$ cat config.mk
export PLATFORM = sky130hd
export DESIGN_NAME = scroll_text_display
export DESIGN_NICKNAME = d
export VERILOG_FILES = /design/src/rtl/text_display_pkg.sv /design/src/rtl/glyph_decode.sv /design/src/rtl/scroll_text_display.sv
export SDC_FILE = /design/constraint.sdc
export NUM_CORES = 1
export LEC_CHECK = 0
export ABC_AREA = 1
export ABC_CLOCK_PERIOD_IN_PS = 10300
export BUFFER_PORTS_ARGS = -buffer_cell sky130_fd_sc_hd__buf_4
export CAP_MARGIN = 20
export CORE_MARGIN = 2
export CORE_UTILIZATION = 30
export DETAILED_ROUTE_END_ITERATION = 7
export PLACE_DENSITY = 0.51
export SYNTH_ARGS = -nofsm -noshare
export SYNTH_HDL_FRONTEND = slang
export SYNTH_SLANG_ARGS = --single-unit
$ cat constraint.sdc
create_clock -name clk -period 10.3 [get_ports clk]
set_clock_uncertainty 0.2 [all_clocks]
set_input_delay 0.515 -clock clk [delete_from_list [all_inputs] [get_ports clk]]
set_output_delay 0.515 -clock clk [all_outputs]
set_load 0.02 [all_outputs]
$ cat src/rtl/text_display_pkg.sv
`default_nettype none
// ============================================================================
// Module      : text_display_pkg
// Description : Character codes and scroll FSM states shared by the
//               multi-digit text display.
// Revision    : 1.0 - initial release
// ============================================================================
package text_display_pkg;

    localparam logic [4:0] CH_HYPHEN   = 5'd0;
    localparam logic [4:0] CH_A        = 5'd1;
    localparam logic [4:0] CH_Z        = 5'd26;
    localparam logic [4:0] CH_UNDERBAR = 5'd27;
    localparam logic [4:0] CH_BLANK    = 5'd31;

    typedef enum logic [1:0] {
        IDLE   = 2'd0,
        SCROLL = 2'd1,
        PAUSE  = 2'd2
    } state_t;

endpackage : text_display_pkg
`default_nettype wire

$ cat src/rtl/glyph_decode.sv
`default_nettype none
// ============================================================================
// Module      : glyph_decode
// Description : Combinational 5-bit character code to seven-segment glyph,
//               segment order {a,b,c,d,e,f,g}, active-high.
// Revision    : 1.0 - initial release
// ============================================================================
module glyph_decode
    import text_display_pkg::*;
(
    input  logic [4:0] code,
    output logic [6:0] seg
);

    always_comb begin
        seg = 7'b0000000;
        case (code)
            CH_HYPHEN:   seg = 7'b0000001;
            CH_A:        seg = 7'b1110111;
            5'd2:        seg = 7'b0011111;
            5'd3:        seg = 7'b1001110;
            5'd4:        seg = 7'b0111101;
            5'd5:        seg = 7'b1001111;
            5'd6:        seg = 7'b1000111;
            5'd7:        seg = 7'b1011110;
            5'd8:        seg = 7'b0110111;
            5'd9:        seg = 7'b0110000;
            5'd10:       seg = 7'b0111100;
            5'd11:       seg = 7'b1010111;
            5'd12:       seg = 7'b0001110;
            5'd13:       seg = 7'b1010100;
            5'd14:       seg = 7'b0010101;
            5'd15:       seg = 7'b0011101;
            5'd16:       seg = 7'b1100111;
            5'd17:       seg = 7'b1110011;
            5'd18:       seg = 7'b0000101;
            5'd19:       seg = 7'b1011011;
            5'd20:       seg = 7'b0001111;
            5'd21:       seg = 7'b0111110;
            5'd22:       seg = 7'b0011100;
            5'd23:       seg = 7'b0101010;
            5'd24:       seg = 7'b1001001;
            5'd25:       seg = 7'b0111011;
            CH_Z:        seg = 7'b1101101;
            CH_UNDERBAR: seg = 7'b0001000;
            default:     seg = 7'b0000000;
        endcase
    end

endmodule : glyph_decode
`default_nettype wire

$ cat src/rtl/scroll_text_display.sv
`default_nettype none
// ============================================================================
// Module      : scroll_text_display
// Description : Message buffer driving a time-multiplexed NUM_DIGITS
//               seven-segment display, with optional right-to-left scrolling.
// Revision    : 1.0 - initial release
// ============================================================================
module scroll_text_display
    import text_display_pkg::*;
#(
    parameter int NUM_DIGITS  = 4,
    parameter int MSG_DEPTH   = 16,
    parameter int REFRESH_DIV = 50000,
    parameter int SCROLL_DIV  = 25000000,
    parameter int PAUSE_TICKS = 2,
    parameter int ACTIVE_LOW  = 0
) (
    input  logic                           clk,
    input  logic                           rst,
    input  logic                           wr_en,
    input  logic [$clog2(MSG_DEPTH)-1:0]   wr_addr,
    input  logic [4:0]                     wr_char,
    input  logic [$clog2(MSG_DEPTH):0]     msg_len,
    input  logic                           start,
    input  logic                           stop,
    output logic [6:0]                     seg,
    output logic [NUM_DIGITS-1:0]          dig_en,
    output logic                           busy,
    output logic                           wrap_pulse
);

    localparam int c_AW = $clog2(MSG_DEPTH);
    localparam int c_LW = c_AW + 1;
    localparam int c_DW = (NUM_DIGITS > 1) ? $clog2(NUM_DIGITS) : 1;
    localparam int c_RW = $clog2(REFRESH_DIV + 1);
    localparam int c_SW = $clog2(SCROLL_DIV + 1);
    localparam int c_PW = $clog2(PAUSE_TICKS + 2);

    localparam logic [c_LW-1:0]       c_DEPTH   = c_LW'(MSG_DEPTH);
    localparam logic [6:0]            c_SEG_OFF = (ACTIVE_LOW != 0) ? 7'h7F : 7'h00;
    localparam logic [NUM_DIGITS-1:0] c_DIG_OFF = (ACTIVE_LOW != 0) ? {NUM_DIGITS{1'b1}}
                                                                    : {NUM_DIGITS{1'b0}};

    logic [4:0]            r_buf [MSG_DEPTH];
    logic [c_RW-1:0]       r_ref_cnt;
    logic [c_DW-1:0]       r_dig_idx;
    state_t                r_state,  w_state_nxt;
    logic [c_LW-1:0]       r_offset, w_offset_nxt;
    logic [c_LW-1:0]       r_len,    w_len_nxt;
    logic [c_SW-1:0]       r_scnt,   w_scnt_nxt;
    logic [c_PW-1:0]       r_pcnt,   w_pcnt_nxt;
    logic                  r_wrap,   w_wrap_nxt;
    logic [c_LW-1:0]       w_len_clamp;
    logic                  w_step;
    logic [c_LW-1:0]       w_sum;
    logic [4:0]            w_char;
    logic [6:0]            w_glyph;
    logic [NUM_DIGITS-1:0] w_dig_onehot;

    // ------------------------------------------------------------------
    // Message buffer
    // ------------------------------------------------------------------
    always_ff @(posedge clk or posedge rst) begin
        if (rst) begin
            for (int i = 0; i < MSG_DEPTH; i++) begin
                r_buf[i] <= CH_BLANK;
            end
        end else if (wr_en) begin
            r_buf[wr_addr] <= wr_char;
        end
    end

    // ------------------------------------------------------------------
    // Digit refresh, free-running from reset
    // ------------------------------------------------------------------
    always_ff @(posedge clk or posedge rst) begin
        if (rst) begin
            r_ref_cnt <= '0;
            r_dig_idx <= '0;
        end else if (r_ref_cnt == c_RW'(REFRESH_DIV - 1)) begin
            r_ref_cnt <= '0;
            r_dig_idx <= (r_dig_idx == c_DW'(NUM_DIGITS - 1)) ? '0 : r_dig_idx + c_DW'(1);
        end else begin
            r_ref_cnt <= r_ref_cnt + c_RW'(1);
        end
    end

    // (offset + digit) mod len: the sum never exceeds len by more than
    // NUM_DIGITS-1 multiples, so a bounded subtract chain is enough.
    always_comb begin
        w_sum = r_offset + c_LW'(r_dig_idx);
        for (int k = 0; k < NUM_DIGITS; k++) begin
            if (w_sum >= r_len) begin
                w_sum = w_sum - r_len;
            end
        end
    end

    assign w_char = ((r_len == '0) || w_sum[c_AW]) ? CH_BLANK : r_buf[w_sum[c_AW-1:0]];

    glyph_decode u_glyph_decode (
        .code (w_char),
        .seg  (w_glyph)
    );

    assign w_dig_onehot = NUM_DIGITS'(1) << r_dig_idx;

    always_ff @(posedge clk or posedge rst) begin
        if (rst) begin
            seg    <= c_SEG_OFF;
            dig_en <= c_DIG_OFF;
        end else begin
            seg    <= (ACTIVE_LOW != 0) ? ~w_glyph      : w_glyph;
            dig_en <= (ACTIVE_LOW != 0) ? ~w_dig_onehot : w_dig_onehot;
        end
    end

    // ------------------------------------------------------------------
    // Scroll FSM
    // ------------------------------------------------------------------
    assign w_len_clamp = (msg_len > c_DEPTH) ? c_DEPTH : msg_len;
    assign w_step      = (r_scnt == c_SW'(SCROLL_DIV - 1));

    always_ff @(posedge clk or posedge rst) begin
        if (rst) begin
            r_state  <= IDLE;
            r_offset <= '0;
            r_len    <= '0;
            r_scnt   <= '0;
            r_pcnt   <= '0;
            r_wrap   <= 1'b0;
        end else begin
            r_state  <= w_state_nxt;
            r_offset <= w_offset_nxt;
            r_len    <= w_len_nxt;
            r_scnt   <= w_scnt_nxt;
            r_pcnt   <= w_pcnt_nxt;
            r_wrap   <= w_wrap_nxt;
        end
    end

    always_comb begin
        w_state_nxt  = r_state;
        w_offset_nxt = r_offset;
        w_len_nxt    = r_len;
        w_scnt_nxt   = r_scnt;
        w_pcnt_nxt   = r_pcnt;
        w_wrap_nxt   = 1'b0;
        case (r_state)
            IDLE: begin
                w_offset_nxt = '0;
                w_scnt_nxt   = '0;
                w_len_nxt    = w_len_clamp;
                if (start && (msg_len != '0)) begin
                    w_state_nxt = SCROLL;
                end
            end
            SCROLL: begin
                if (w_step) begin
                    w_scnt_nxt = '0;
                    if ((r_offset + c_LW'(1)) == r_len) begin
                        w_offset_nxt = '0;
                        w_wrap_nxt   = 1'b1;
                        w_pcnt_nxt   = '0;
                        w_state_nxt  = PAUSE;
                    end else begin
                        w_offset_nxt = r_offset + c_LW'(1);
                    end
                end else begin
                    w_scnt_nxt = r_scnt + c_SW'(1);
                end
            end
            PAUSE: begin
                w_offset_nxt = '0;
                if (PAUSE_TICKS == 0) begin
                    w_scnt_nxt  = '0;
                    w_state_nxt = SCROLL;
                end else if (w_step) begin
                    w_scnt_nxt = '0;
                    if ((32'(r_pcnt) + 32'd1) == 32'(PAUSE_TICKS)) begin
                        w_state_nxt = SCROLL;
                    end else begin
                        w_pcnt_nxt = r_pcnt + c_PW'(1);
                    end
                end else begin
                    w_scnt_nxt = r_scnt + c_SW'(1);
                end
            end
            default: begin
                w_state_nxt = IDLE;
            end
        endcase
        // stop overrides everything, including a simultaneous start
        if (stop) begin
            w_state_nxt  = IDLE;
            w_offset_nxt = '0;
            w_scnt_nxt   = '0;
            w_wrap_nxt   = 1'b0;
        end
    end

    assign busy       = (r_state != IDLE);
    assign wrap_pulse = r_wrap;

endmodule : scroll_text_display
`default_nettype wire

==> summary.txt, run 1 <==
Setup TNS -> 0 ps
Gr ovfl total -> 0
Aggregate routed wire length -> 23.1 mm
FF+latch count, synth -> 149
Ports -> 32
P&R area growth vs syn -> 11.7%
Most frequent cell after synthesis -> nand2_1
Vias in the first global route -> 7,627
Initial Utilization -> 30.3%
Core ar. -> 31,400 um2
Pin count of the biggest net entering global routing -> 87
Antenna Cells -> 0
Final setup viols -> 0
Worst Path Required -> 10,420 ps
CP Data Arrival Time -> 9450 ps
Yosys cell types -> 51
Chip Width -> 182 um
Post-CTS sizing -> 0
Number of CTS-inserted buffers -> 17
Ys async rst share -> 100%
Pre-CTS setup slack -> 1070 ps
Worst skew pair latency -> 430 ps
Worst R2R Start -> r_offset[0]
CTS tree -> yes
RSZ-0062 raised after global routing -> false
Share of cells above drive strength 1 -> 15.9%
Most used DFF post-synth -> dfstp_2
Sequential area share after synthesis -> 40.2%
Critical Path Max Stage Delay -> 600 ps
Synth top cells by count -> nand2_1 (313), inv_1 (194), nand3_1 (103), o21ai_0 (102), nor2_1 (92)
DR vias -> 7,739
Die area -> 33,200 um2
Minimum clock period -> 9330 ps
Nets -> 1,335
Initial antenna violation count -> 0
DRT iter0 DRCs -> 400
Status -> completed
Rel. slew slack -> 28.7%
Setup crit end kind -> register
I/O Buffers -> 31
Critical-path top delay cell -> nor2_1
Chip Height -> 182 um
Root Buffer Master -> clkbuf_16
Crit path max fanout -> 40
Slew Viols, Final -> 0
Setup crit start -> r_offset[0]
Area leader, netlist -> dfstp_2
Worst hold path type -> in -> async
Synthesized area per cell -> 7.66 um2
First-pass DRT Iterations -> 4
Yosys warnings -> 0
Max Fclk -> 107 MHz
Clock tree buffer depth -> 2
Hpwl dp -> 16.8 mm
Clock Sinks -> 149
Worst setup SP type -> register
Final clock period utilization by the worst path -> 90.5%
H-tree depth -> 4
Post-route DRC violation count -> 0
# hold bufs at CTS -> 0
Routed vias/inst -> 4.60
Worst slew pin tran -> 1060 ps
First-pass GRT wire length -> 38.9 mm
Post-Syn Nets -> 1,312
Syn Std Cell Area -> 9520 um2
Critical Path Most Common Cell -> nand2_1
Clock transition at the registers of the reported paths -> 60 ps
Per-cell routed wire length -> 13.7 um
Cells after Synth -> 1,243
Kind of critical path -> reg -> reg
GRT Total Usage -> 14.6%
Hold_ws -> 14.8 ps
WP buf/inv -> 5
Routed Antenna Nets -> 0
Max_cap viols -> 0
Post-CTS setup buffer count -> 0
Final WS setup -> 974 ps
Post-synth EDFFs -> 0
CP delay by family, top -> simple AND/OR/NAND/NOR gates
Routability cong. -> 0.824
Std cell rows -> 65
Util after Layout -> 33.9%
Largest cells by area after synthesis -> dfstp_2 (22%), dfrtp_1 (18%), nand2_1 (12%), inv_1 (7.6%), ha_1 (5.9%)
Reg2Reg Setup Slack -> 970 ps
Endpoints failing hold -> 0
Top cell type's share of synthesized area -> 22.1%
cell usage in the layout (no fill, tap or decap), drive strengths merged, types with 2 or more instances in the layout:
| master | Yosys | layout |
|---|---|---|
| fa | 5 | 5 |
| o21ai | 112 | 112 |
| a211oi | 4 | 4 |
| nor3b | 4 | 4 |
| o211ai | 12 | 12 |
| nor3 | 15 | 15 |
| a21oi | 34 | 34 |
| or2 | 6 | 6 |
| nor2 | 101 | 101 |
| nand3 | 118 | 118 |
| buf | 19 | 33 |
| nand4 | 23 | 23 |
| o22ai | 8 | 8 |
| clkinvlp | 0 | 3 |
| a31oi | 5 | 5 |
| nand3b | 4 | 4 |
| inv | 199 | 202 |
| ha | 45 | 45 |
| nand2 | 326 | 326 |
| dfrtp | 69 | 69 |
| o21bai | 2 | 2 |
| clkbuf | 10 | 22 |
| xnor2 | 13 | 13 |
| xor2 | 17 | 17 |
| clkinv | 1 | 4 |
| nor4 | 6 | 6 |
| dfstp | 80 | 80 |
kinds of logic (layout without fill, tap and decap cells):
kind of cell               Yosys count  in the layout  share of synthesized area, %
xor gates and xnor gates            30             30                          2.76
muxes                                1              1                         0.105
AOI/OAI and AO/OA                  181            181                          11.1
and+or+nand+nor                    603            603                          28.7
buffers and inverters              229            265                          10.1
DFF                                149            149                          40.2
adders and majority gates           50             50                          6.97
sequential cells by signal, indices dropped and copies added (netlist names):
| register | flops |
|---|---|
| r_len | 5 |
| wrap_pulse | 1 |
| r_state | 2 |
| r_dig_idx | 2 |
| seg | 7 |
| dig_en | 4 |
| r_offset | 5 |
| r_pcnt | 2 |
| r_ref_cnt | 16 |
| r_buf | 80 |
| r_scnt | 25 |
worst paths after layout:
| path | endpoint | cells after the start |
|---|---|---|
| max | seg[1] | 46 |
| min | r_scnt[13] | 2 |
| max reg2reg | seg[1] | 46 |
| min reg2reg | r_ref_cnt[0] | 1 |
| max in group asynchronous | seg[3] | 3 |
| min in group clk | r_state[1] | 2 |
through the flow:
stage               instance area [um2]  cells
global route                      10600   1681
global placement                  10100   1649
finish                            10600   1681
floorplan                          9520   1243
detailed placement                10100   1649
CTS                               10600   1681
final cells by class:
cell class / count / area [um2]
well taps: 402 / 503
clock inverters: 10 / 95.1
multi-input cells: 865 / 4730
clock buffers: 22 / 475
flip-flops and latches: 149 / 3830
inverters: 200 / 758
fillers: 3363 / 20800
repair buffers: 33 / 248
metal layers:
metal | track usage (%) | vias up | routed length [um]
met3 | 2.63 | 23 | 641
met4 | 4.74 | 0 | 385
met5 | 0 | - | 0
met1 | 19.8 | 3575 | 11400
li1 | - | 4047 | -
met2 | 23.6 | 94 | 10600
worst reg2reg max path: cells and delay by family, from the launching register on:
kind,cells,cell delay [ps]
and+or+nand+nor,26,3810
AOI/OAI and AO/OA,7,1620
buffers and inverters,5,450
xor gates and xnor gates,1,310
DFF,1,440
adders and majority gates,7,2360
Power of run 1 is left out: the tool's default activity adds up to more than one toggle a clock period on the data nets, which glitch-free logic cannot reach.
==> run 2: changes to the inputs <==
--- a/config.mk
+++ b/config.mk
@@ -5,7 +5,6 @@
 export SDC_FILE = /design/constraint.sdc
 export NUM_CORES = 1
 export LEC_CHECK = 0
-export ABC_AREA = 1
 export ABC_CLOCK_PERIOD_IN_PS = 10300
 export BUFFER_PORTS_ARGS = -buffer_cell sky130_fd_sc_hd__buf_4
 export CAP_MARGIN = 20
==> constraint.sdc (replaced) <==
create_clock -name clk -period 10.3 [get_ports clk]
set_clock_uncertainty 0.2 [all_clocks]
set_input_delay 0.515 -clock clk [delete_from_list [all_inputs] [get_ports clk]]
set_output_delay 0.515 -clock clk [all_outputs]
set_load 0.05 [all_outputs]
==> run 2 against run 1 <==
Effect of this change: first-iteration DRC count shrank 9.8%; routed wire length shrank 4.0%; via count shrank 12%; register-to-register slack lost 230 ps; non-clock buffer count grew 15; cell area shrank 1.9%; count of clock-buffer cells in the layout shrank 4; synthesized area shrank 4.1%; flip-flop and latch count is the same; critical path type unchanged.
==> summary.txt, run 2 <==
Status -> completed (unchanged)
Final setup viols -> 0 (unchanged)
Kind of critical path -> reg -> reg (unchanged)
Rel. slew slack -> 45.7% (was 28.7%)
Crit path max fanout -> 19 (was 40)
Most flops, register -> r_buf (unchanged)
Most frequent cells in the layout -> mux2_2 (84), dfstp_2 (80), nand2_1 (79) (was nand2_1 (313), inv_1 (193), nand3_1 (103))
FF+latch count, synth -> 149 (unchanged)
Sequential area share after synthesis -> 41.9% (was 40.2%)
I/O Buffers -> 31 (unchanged)
DRT iter0 DRCs -> 361 (was 400)
Max reg flops -> 80 (unchanged)
Routed Antenna Nets -> 0 (unchanged)
Slew Viols, Final -> 0 (unchanged)
Max Fclk -> 105 MHz (was 107 MHz)
Chip Width -> 178 um (was 182 um)
GRT Total Usage -> 14.4% (was 14.6%)
Final clock period utilization by the worst path -> 92.8% (was 90.5%)
Area leader, netlist -> dfstp_2 (unchanged)
Ports -> 32 (unchanged)
Critical Path Most Common Cell -> ha_1 (was nand2_1)
P&R area growth vs syn -> 14.2% (was 11.7%)
Top cell type's share of synthesized area -> 23.0% (was 22.1%)
Initial Utilization -> 30.7% (was 30.3%)
Routing usage on met3 -> 2.32% (was 2.63%)
Aggregate routed wire length -> 22.2 mm (was 23.1 mm)
Pin count of the biggest net entering global routing -> 89 (was 87)
Routability cong. -> 0.869 (was 0.824)
Synth top cells by count -> mux2_2 (84), dfstp_2 (80), nand2_1 (79), dfrtp_1 (69), nor2_1 (66) (was nand2_1 (313), inv_1 (194), nand3_1 (103), o21ai_0 (102), nor2_1 (92))
Root Buffer Master -> clkbuf_16 (unchanged)
Initial antenna violation count -> 0 (unchanged)
Number of CTS-inserted buffers -> 17 (unchanged)
Post-synth EDFFs -> 0 (unchanged)
Antenna Cells -> 0 (unchanged)
Setup crit end kind -> register (unchanged)
Post-route DRC violation count -> 0 (unchanged)
Synthesized area per cell -> 10.1 um2 (was 7.66 um2)
CTS tree -> yes (unchanged)
Vias in the first global route -> 6,764 (was 7,627)
Top Usage Layer GRT -> met2 (unchanged)
Per-cell routed wire length -> 16.6 um (was 13.7 um)
Worst skew pair latency -> 420 ps (was 430 ps)
Commonest non-fill, non-tap cell in the layout -> mux2_2 (was nand2_1)
Clock Sinks -> 149 (unchanged)
Syn Std Cell Area -> 9130 um2 (was 9520 um2)
Clock tree buffer depth -> 2 (unchanged)
WP buf/inv -> 3 (was 5)
Std cell rows -> 63 (was 65)
Chip Height -> 178 um (was 182 um)
RSZ-0062 raised after global routing -> false (unchanged)
GR met2 Demand/Resource -> 22.3% (was 23.6%)
First-pass DRT Iterations -> 5 (was 4)
Post-Syn Nets -> 970 (was 1,312)
Most frequent cell after synthesis -> mux2_2 (was nand2_1)
Yosys warnings -> 0 (unchanged)
Largest registers -> r_buf x80, r_scnt x25, r_ref_cnt x16 (unchanged)
Minimum clock period -> 9560 ps (was 9330 ps)
Hold_ws -> 92.2 ps (was 14.8 ps)
Worst Path Required -> 10,410 ps (was 10,420 ps)
Met1 global-route usage -> 20.6% (was 19.8%)
Worst hold path type -> in -> async (unchanged)
Critical-path top delay cell -> o32ai_1 (was nor2_1)
Worst setup SP type -> register (unchanged)
Nets -> 1,002 (was 1,335)
Max_cap viols -> 0 (unchanged)
H-tree depth -> 4 (unchanged)
Share of cells above drive strength 1 -> 29.1% (was 15.9%)
Most used DFF post-synth -> dfstp_2 (unchanged)
Routed vias/inst -> 5.10 (was 4.60)
CP Data Arrival Time -> 9670 ps (was 9450 ps)
Core ar. -> 29,800 um2 (was 31,400 um2)
CP delay by family, top -> compound AO/OA/AOI/OAI gates (was simple AND/OR/NAND/NOR gates)
Yosys cell types -> 83 (was 51)
Endpoints failing hold -> 0 (unchanged)
Largest cells by area after synthesis -> dfstp_2 (23%), dfrtp_1 (19%), mux2_2 (10%), ha_1 (6.2%), o21ai_0 (3.5%) (was dfstp_2 (22%), dfrtp_1 (18%), nand2_1 (12%), inv_1 (7.6%), ha_1 (5.9%))
Hpwl dp -> 15.2 mm (was 16.8 mm)
Critical Path Max Stage Delay -> 540 ps (was 600 ps)
Setup TNS -> 0 ps (unchanged)
Worst slew pin tran -> 815 ps (was 1060 ps)
Clock transition at the registers of the reported paths -> 70 ps (was 60 ps)
Ys async rst share -> 100% (unchanged)
Die area -> 31,900 um2 (was 33,200 um2)
Cells after Synth -> 901 (was 1,243)
Gr ovfl total -> 0 (unchanged)
First-pass GRT wire length -> 36.2 mm (was 38.9 mm)
DR vias -> 6,815 (was 7,739)
run 2: changes by cell type after synthesis, sizes merged, moves of 35 or more:
cell	delta
inv	-167
nor2	-35
mux2	+85
o21ai	-44
nand2	-244
nand3	-72
run 2: final cells by class:
class | count | area, um2
clock buffer | 18 | 439
tap | 390 | 488
multi-input combinational | 685 | 5010
clock inverter | 14 | 183
inverter | 32 | 125
fill | 3031 | 19400
timing repair buffer | 48 | 360
sequential | 149 | 3830
run 2: final timing paths:
| kind | startpoint | end | slack, ps | cells after the start |
|---|---|---|---|---|
| min in group clk | msg_len[4] | r_len[0] | 130 | 2 |
| min reg2reg | r_ref_cnt[0] | r_ref_cnt[0] | 260 | 1 |
| max | r_offset[0] | seg[4] | 740 | 38 |
| max reg2reg | r_offset[0] | seg[4] | 740 | 38 |
| max in group asynchronous | rst | r_scnt[15] | 8510 | 3 |
| min | rst | seg[0] | 90 | 2 |
run 2: routing by layer:
metal	vias to the layer above	share of wire, %
met5	-	0
met4	0	1.4
met3	20	3.4
met2	110	45
met1	3368	50
li1	3317	-
run 2: cell families (layout without fill, tap and decap cells):
logic type	count (synthesis)	count (layout)	share of synthesized area, %
AND/OR/NAND/NOR	301	301	16.4
AO/OA/AOI/OAI	190	190	14.2
flip-flops	149	149	41.9
multiplexers	110	110	13.5
buffers and inverters	67	112	3.42
adder cells (fa/ha/maj)	50	50	7.26
XOR/XNOR	34	34	3.26
run 2: stage by stage:
stage / setup slack (ps) / area (um2) / utilization [%] / instances
2_1_floorplan: 1480 / 9130 / - / 901
3_3_place_gp: 513 / 9780 / 32.8 / 1301
3_5_place_dp: 348 / 9780 / 32.8 / 1301
4_1_cts: 333 / 10400 / 34.9 / 1333
5_1_grt: 2.00 / 10400 / 35.0 / 1336
6_report: 741 / 10400 / 35.0 / 1336
run 2: what timing repair did:
item                                    CTS  global route
hold buffers                              0             0
gates resized for setup                   0             3
buffers inserted                          0             3
endpoints found under the setup margin    0             7
run 2: worst reg2reg max path, delay by kind of cell (launching register included):
kind                       cells  cell delay [ps]
AOI/OAI and AO/OA             16             3940
adders and majority gates      7             2170
and+or+nand+nor                8             1250
muxes                          3              640
buffers and inverters          3              620
DFF                            1              450
xor gates and xnor gates       1              180
Power of run 2 is left out for the same reason.
==> run 3: changes to the inputs <==
--- a/config.mk
+++ b/config.mk
@@ -10,6 +10,7 @@
 export CAP_MARGIN = 20
 export CORE_MARGIN = 2
 export CORE_UTILIZATION = 30
+export CTS_BUF_LIST = sky130_fd_sc_hd__clkbuf_2
 export DETAILED_ROUTE_END_ITERATION = 7
 export PLACE_DENSITY = 0.51
 export SYNTH_ARGS = -nofsm -noshare
==> run 3 against run 2 <==
Effect of this change: non-clock buffer count rose by 12; via count rose by 0.45%; critical path depth did not move; flip-flop and latch count did not move.
==> summary.txt, run 3 (synthesis results as in run 2) <==
Aggregate routed wire length -> 22.1 mm (was 22.2 mm)
Post-route DRC violation count -> 0 (unchanged)
Max_cap viols -> 0 (unchanged)
RSZ-0062 raised after global routing -> false (unchanged)
Vias in the first global route -> 6,808 (was 6,764)
P&R area growth vs syn -> 11.7% (was 14.2%)
DRT iter0 DRCs -> 377 (was 361)
Fillers -> 3,064 (was 3,031)
Setup TNS -> 0 ps (unchanged)
Endpoints failing hold -> 0 (unchanged)
Max reg flops -> 80 (unchanged)
I/O Buffers -> 31 (unchanged)
Worst Path Required -> 10,760 ps (was 10,410 ps)
Chip Width -> 178 um (unchanged)
Critical-path top delay cell -> o32ai_1 (unchanged)
Clock tree buffer depth -> 2 (unchanged)
Clock Sinks -> 149 (unchanged)
Final clock period utilization by the worst path -> 92.8% (about the same)
Area of the multi-input gates -> 5010 um2 (unchanged)
Setup crit end kind -> register (unchanged)
Worst hold path type -> in -> reg (was in -> async)
Clock transition at the registers of the reported paths -> 290 ps (was 70 ps)
H-tree depth -> 4 (unchanged)
Routed vias/inst -> 5.07 (was 5.10)
Critical Path Most Common Cell -> ha_1 (unchanged)
Status -> completed (unchanged)
Ports -> 32 (unchanged)
Rel. slew slack -> 45.2% (was 45.7%)
Placed Cells -> 1,301 (unchanged)
Worst setup SP type -> register (unchanged)
Pre-CTS setup slack -> 348 ps (unchanged)
Per-cell routed wire length -> 16.4 um (was 16.6 um)
Final setup viols -> 0 (unchanged)
Commonest non-fill, non-tap cell in the layout -> mux2_2 (unchanged)
CTS tree -> yes (unchanged)
Register area -> 3830 um2 (unchanged)
Worst slew pin tran -> 822 ps (was 815 ps)
GRT Total Usage -> 14.3% (was 14.4%)
Nets -> 1,014 (was 1,002)
Number of CTS-inserted buffers -> 17 (unchanged)
Hpwl dp -> 15.2 mm (unchanged)
Max Fclk -> 105 MHz (about the same)
Die area -> 31,900 um2 (unchanged)
Routed Antenna Nets -> 0 (unchanged)
Minimum clock period -> 9560 ps (about the same)
Root Buffer Master -> clkbuf_2 (was clkbuf_16)
Pin count of the biggest net entering global routing -> 89 (unchanged)
Core ar. -> 29,800 um2 (unchanged)
First-pass DRT Iterations -> 5 (unchanged)
Finished Layout Cells -> 1,349 (was 1,336)
Routability cong. -> 0.869 (unchanged)
Most flops, register -> r_buf (unchanged)
First-pass GRT wire length -> 36.1 mm (was 36.2 mm)
DR vias -> 6,846 (was 6,815)
Chip Height -> 178 um (unchanged)
Initial Utilization -> 30.7% (unchanged)
Slew Viols, Final -> 0 (unchanged)
Share of cells above drive strength 1 -> 28.6% (was 29.1%)
Initial antenna violation count -> 1 (was 0)
Gr ovfl total -> 0 (unchanged)
Largest registers -> r_buf x80, r_scnt x25, r_ref_cnt x16 (unchanged)
Final WS setup -> 740 ps (was 741 ps)
Crit path max fanout -> 19 (unchanged)
Std cell rows -> 63 (unchanged)
CP Data Arrival Time -> 10,020 ps (was 9670 ps)
Most frequent cells in the layout -> mux2_2 (84), dfstp_2 (80), nand2_1 (79) (unchanged)
Worst skew pair latency -> 720 ps (was 420 ps)
Kind of critical path -> reg -> reg (unchanged)
Critical Path Max Stage Delay -> 540 ps (about the same)
==> run 3: cell count changes in the layout (fill, tap and decap cells not counted), sizes merged <==
cell	change
clkinv	+1
dlygate4sd3	+12
clkbuf	-1
diode	+1
==> run 3: per-stage QoR <==
step | hold slack [ps] | cell area [um2] | utilization [%]
3_5_place_dp | 250 | 9780 | 32.8
2_1_floorplan | 225 | 9130 | -
3_3_place_gp | 248 | 9780 | 32.8
4_1_cts | 108 | 10200 | 34.1
6_report | 197 | 10200 | 34.3
5_1_grt | 134 | 10200 | 34.3
==> run 3: critical path, delay by kind of cell, from the launching register on <==
| kind | cells | cell delay (ps) |
|---|---|---|
| AO/OA/AOI/OAI | 16 | 3940 |
| adder cells (fa/ha/maj) | 7 | 2150 |
| AND/OR/NAND/NOR | 8 | 1250 |
| multiplexers | 3 | 630 |
| buffers and inverters | 3 | 610 |
| flip-flops | 1 | 500 |
| XOR/XNOR | 1 | 190 |
==> run 3: worst paths after layout <==
kind | slack, ps | startpoint | cells after the start | to
min in group asynchronous | 290 | rst | 3 | seg[0]
max in group asynchronous | 8280 | rst | 4 | r_pcnt[1]
worst min-delay path | 200 | wr_addr[1] | 3 | r_buf[59]
worst min register to register | 270 | r_ref_cnt[0] | 1 | r_ref_cnt[0]
worst max register to register | 740 | r_offset[0] | 38 | seg[4]
worst max-delay path | 740 | r_offset[0] | 38 | seg[4]
==> run 3: repair_timing <==
item,in CTS,in global routing
endpoints found under the hold margin,97,0
resized for setup,0,3
setup endpoints to repair,0,7
buffers inserted,0,3
hold buffers,12,0
==> run 3: area by class of cell <==
class / count / share of cell area, %
Clock inverter: 15 / 1.83
Clock buffer: 17 / 0.834
Inverter: 32 / 1.23
Tap cell: 390 / 4.78
Multi-Input combinational cell: 685 / 49.1
Sequential cell: 149 / 37.5
Timing Repair Buffer: 60 / 4.71
Antenna cell: 1 / 0.0245
==> run 3: routing by layer <==
layer  track usage, %  up-vias  wire (um)
met5                0        -          0
met4             4.07        0        320
met3             2.20       18        566
met2             22.3      104       9940
met1             20.5     3383      11300
li1                 -     3341          -
Power of run 3 is left out for the same reason.
